--- src/rtl/serial_add.sv ---
`default_nettype none
// ============================================================================
// Module      : serial_add
// Description : Bit-serial WIDTH-bit adder. Two operands are accepted over a
//               valid/ready handshake, added LSB-first one bit per clock with
//               a single full-adder cell and a carry flip-flop, and the result
//               is offered over a second valid/ready handshake.
//
//               Optional carry-in: define SERIAL_ADD_CIN_EN to add the cin
//               port, which seeds the carry register on accept. Without the
//               macro the carry register is seeded with 0.
//
// Ports       : clk        clock, rising edge
//               rst_n      synchronous active-low reset
//               in_valid   operand pair present on a/b
//               in_ready   ready to accept operands (IDLE only)
//               a, b       WIDTH-bit operands, sampled on the accept edge
//               cin        carry-in (SERIAL_ADD_CIN_EN builds only)
//               out_valid  sum/cout valid, held until out_ready
//               out_ready  consumer takes the result
//               sum        a + b (+cin) mod 2^WIDTH
//               cout       carry out of bit WIDTH-1
//               busy       high while adding or holding a result
// Revision    : 1.0  initial release
// ============================================================================
module serial_add #(
    parameter int WIDTH = 8
) (
    input  logic             clk,
    input  logic             rst_n,
    input  logic             in_valid,
    output logic             in_ready,
    input  logic [WIDTH-1:0] a,
    input  logic [WIDTH-1:0] b,
`ifdef SERIAL_ADD_CIN_EN
    input  logic             cin,
`endif
    output logic             out_valid,
    input  logic             out_ready,
    output logic [WIDTH-1:0] sum,
    output logic             cout,
    output logic             busy
);

    localparam int c_CNT_W = (WIDTH > 1) ? $clog2(WIDTH) : 1;
    localparam logic [c_CNT_W-1:0] c_LAST = c_CNT_W'(WIDTH - 1);

    typedef enum logic [1:0] {
        S_IDLE = 2'd0,
        S_ADD  = 2'd1,
        S_DONE = 2'd2
    } state_t;

    state_t             r_state;
    logic [WIDTH-1:0]   r_a;
    logic [WIDTH-1:0]   r_b;
    logic [WIDTH-1:0]   r_sum;
    logic [c_CNT_W-1:0] r_cnt;
    logic               r_c;
    logic               r_cout;
    logic               r_in_ready;
    logic               r_out_valid;
    logic               r_busy;

    logic               w_s;
    logic               w_c;
    logic               w_cin;

    // The single full-adder cell, fed from the operand LSBs and the carry loop.
    assign w_s = r_a[0] ^ r_b[0] ^ r_c;
    assign w_c = (r_a[0] & r_b[0]) | (r_b[0] & r_c) | (r_c & r_a[0]);

`ifdef SERIAL_ADD_CIN_EN
    assign w_cin = cin;
`else
    assign w_cin = 1'b0;
`endif

    always_ff @(posedge clk) begin
        if (!rst_n) begin
            r_state     <= S_IDLE;
            r_a         <= '0;
            r_b         <= '0;
            r_sum       <= '0;
            r_cnt       <= '0;
            r_c         <= 1'b0;
            r_cout      <= 1'b0;
            r_in_ready  <= 1'b1;
            r_out_valid <= 1'b0;
            r_busy      <= 1'b0;
        end else begin
            case (r_state)
                S_IDLE: begin
                    if (in_valid) begin
                        r_a        <= a;
                        r_b        <= b;
                        r_c        <= w_cin;
                        r_cnt      <= '0;
                        r_in_ready <= 1'b0;
                        r_busy     <= 1'b1;
                        r_state    <= S_ADD;
                    end
                end

                S_ADD: begin
                    // Each new sum bit enters at the MSB; after WIDTH shifts
                    // the first (bit 0) result has walked down to the LSB.
                    r_sum <= {w_s, r_sum[WIDTH-1:1]};
                    r_a   <= r_a >> 1;
                    r_b   <= r_b >> 1;
                    r_c   <= w_c;
                    if (r_cnt == c_LAST) begin
                        r_cnt       <= '0;
                        r_cout      <= w_c;
                        r_out_valid <= 1'b1;
                        r_state     <= S_DONE;
                    end else begin
                        r_cnt <= r_cnt + c_CNT_W'(1);
                    end
                end

                S_DONE: begin
                    if (out_ready) begin
                        r_out_valid <= 1'b0;
                        r_busy      <= 1'b0;
                        r_in_ready  <= 1'b1;
                        r_state     <= S_IDLE;
                    end
                end

                default: begin
                    r_out_valid <= 1'b0;
                    r_busy      <= 1'b0;
                    r_in_ready  <= 1'b1;
                    r_state     <= S_IDLE;
                end
            endcase
        end
    end

    assign in_ready  = r_in_ready;
    assign out_valid = r_out_valid;
    assign sum       = r_sum;
    assign cout      = r_cout;
    assign busy      = r_busy;

endmodule
`default_nettype wire
--- config.mk ---
export PLATFORM = sky130hd
export DESIGN_NAME = serial_add
export DESIGN_NICKNAME = d
export VERILOG_FILES = /design/src/rtl/serial_add.sv
export SDC_FILE = /design/constraint.sdc
export NUM_CORES = 1
export LEC_CHECK = 0
export BUFFER_PORTS_ARGS = -buffer_cell sky130_fd_sc_hd__buf_4
export CORE_UTILIZATION = 35
export DETAILED_ROUTE_END_ITERATION = 12
export PLACE_DENSITY = 0.64
export SLEW_MARGIN = 20
export SYNTH_ARGS = -nofsm -noshare
export SYNTH_HDL_FRONTEND = slang
export SYNTH_SLANG_ARGS = --single-unit
--- constraint.sdc ---
create_clock -name clk -period 1.72 [get_ports clk]
set_clock_uncertainty 0.1 [all_clocks]
set_input_delay 0.172 -clock clk [delete_from_list [all_inputs] [get_ports clk]]
set_output_delay 0.172 -clock clk [all_outputs]
set_load 0.05 [all_outputs]
==> run summary <==
Status = finished, final reports clean
Switching Share = 0.248
HP Class = in -> reg
Share of cells above drive strength 1 = 0.220
Placed insts = 243
Mapped cell area = 1450 µm²
Largest net degree at the start of global routing = 41
Min Clock Period, post-route = 1530 ps
Starting Density = 0.363
Clk pwr share = 0.330
Worst Max-Slew Pin Slew = 473 ps
CP Cell Sequence = nor2_1, or3b_1, a222oi_1
CTS Buf Count = 5
CP Launch Type = register
Filler cells = 391
Critical path's top delay family = simple AND/OR/NAND/NOR gates
Worst slack, placed = 188 ps
Maximum vdd drop = 472 µV
Die H = 66.4 µm
Area grow syn2layout = 25.6%
GP Congestion = 0.710
Reg power frac = 0.532
WHS Endpoint = r_b[7]$_SDFFE_PN0P_
Fin worst setup slack = 195 ps
Max_slew headroom = 0.685
Maxcap violations = 0
Power share of the combinational group = 0.138
Via count = 1263
Input/output buffers = 31
Layout Cells excl Fill = 250
Worst Path Arrival = 1600 ps
Finished Cell Area = 1820 µm²
Clk sinks = 34
H-tree lvl count = 2
Placed Area = 1750 µm²
Seq/Total Area, Yosys = 0.469
LEAKAGE = 0.724 nW
Synth warn = 0
CTS hold repair buffers = 0
Post-CTS Setup Bufs = 0
Final worst-path cycle share = 0.887
Syn avg cell area = 8.69 µm²
Commonest cells after routing, fill and taps aside = 39 x buf_4, 36 x nand2_1, 34 x dfxtp_1, 14 x nor2_1, 12 x nor2b_1
Sequential cell area = 681 µm²
P per Cell Area = 889 nW/µm²
RSZ-0062 raised after global routing = no
DP HPWL = 2030 µm
CTS tree = built
Cell count after synthesis = 167
First-pass GRT wire length = 5020 µm
Total grt overflow = 0
Vias in the first global route = 1180
Nets = 223
Multi-input gate area = 707 µm²
Initial DRC count = 73
# setup viols final = 0
Slowest-stage cell, CP = or3b_1
Total wire length = 3000 µm
DR WL/cell = 12.0 µm
Fin Setup TNS = 0 ps
FF-to-FF Start = r_state[0]$_SDFFE_PN0P_
Internal power = 1.22 mW
Post-cts sizing count = 0
Final hold violations = 0
Antenna fix cells = 0
I/O Pins = 32
Cell at the root of the clock tree = clkbuf_8
Stages on worst setup path = 3
R2r worst-path depth = 3
Remaining DRCs = 0
Min-Delay Path Depth = 3
Net Count, Synth = 190
Antenna violations before repair = 0
# rows = 23
Hold slack = 22.3 ps
Die area = 4410 µm²
Fin. max-slew vios = 0
Critical path fanouts, max = 14
Synth cell types = 23
Max Root-Sink Buffers = 2
Drt first pass iters = 4
Worst Setup SP = r_state[0]$_SDFFE_PN0P_
Reg clk slew, reported paths = 60 ps
Clk_lat worst skew = 270 ps
CP peak stage delay = 560 ps
Slack of the worst reg-to-reg path = 190 ps
Die Width = 66.4 µm
Core box area = 4000 µm²
Final ANT Viol Nets = 0
Final core utilization = 0.456
NetSw = 0.402 mW
Kind of critical path = reg -> reg
Vias per cell = 5.05
Most common cell after layout, fill and taps aside = buf_4
Worst r2r dst = r_b[5]$_SDFFE_PN0P_
Critical path capture point type = register
GRT Total Usage = 0.152
Flops & latches, synth = 34
CP Buf/Inv Count = 0
Max Fclk = 0.656 GHz
CP required = 1790 ps
Design Power = 1.62 mW
Min-delay src = b[7]
worst min-delay path: stages:
cell and delay, ps:
buf_4 80, nand3_1 50, o21ai_0 70
layer usage:
layer / global-route usage / wire (µm)
met3: 0.0534 / 181
met5: 0 / 0
met4: 0.0559 / 17
met1: 0.190 / 1480
met2: 0.239 / 1330
cell usage after synthesis, drive strengths merged:
cell | instances | area [µm²]
fa | 1 | 20.0
nand3 | 5 | 25.0
nand2 | 36 | 135
nor2 | 14 | 52.6
o21ai | 12 | 60.1
dfxtp | 34 | 681
mux2i | 7 | 70.1
a21oi | 1 | 5.00
inv | 1 | 3.75
a222oi | 9 | 90.1
nor3b | 2 | 15.0
o211ai | 5 | 37.5
ha | 2 | 25.0
or3b | 1 | 8.76
clkbuf | 8 | 30.0
a21boi | 10 | 75.1
nand2b | 1 | 6.26
nor2b | 12 | 75.1
o22ai | 1 | 6.26
buf | 5 | 30.0
cells by family after synthesis:
kind of cell             share of synthesized area
AND/OR/NAND/NOR                              0.219
AO/OA/AOI/OAI                                0.189
flip-flops                                   0.469
buffers and inverters                       0.0440
multiplexers                                0.0483
adder cells (fa/ha/maj)                     0.0310
worst max path at each step:
stage / end / slack [ps]
5_1_grt: r_b[5]$_SDFFE_PN0P_ / 90
4_1_cts: r_a[1]$_SDFFE_PN0P_ / 190
3_3_place_gp: r_a[0]$_SDFFE_PN0P_ / 210
6_report: r_b[5]$_SDFFE_PN0P_ / 190
3_5_place_dp: r_a[5]$_SDFFE_PN0P_ / 190
2_1_floorplan: r_a[2]$_SDFFE_PN0P_ / 220
final cells by class:
type,instances,area share
Multi-Input combinational cell,119,0.388
Timing Repair Buffer,39,0.161
Inverter,1,0.00206
Sequential cell,34,0.373
Tap cell,50,0.0343
Clock buffer,7,0.0419
flip-flops by register name (all words and copies together) (netlist names):
name       count
r_a            8
r_b            8
sum            8
r_cnt          3
r_state        2
busy           1
cout           1
in_ready       1
out_valid      1
r_c            1
power by group through the flow:
stage               combinational, mW  clock, mW  sequential [mW]
floorplan                       0.125          0            0.897
global placement                0.225          0            0.879
detailed placement              0.226          0            0.880
CTS                             0.226      0.555            0.862
global route                    0.246      0.595            0.868
finish                          0.225      0.535            0.862
Power figures use the tool's default switching activity.
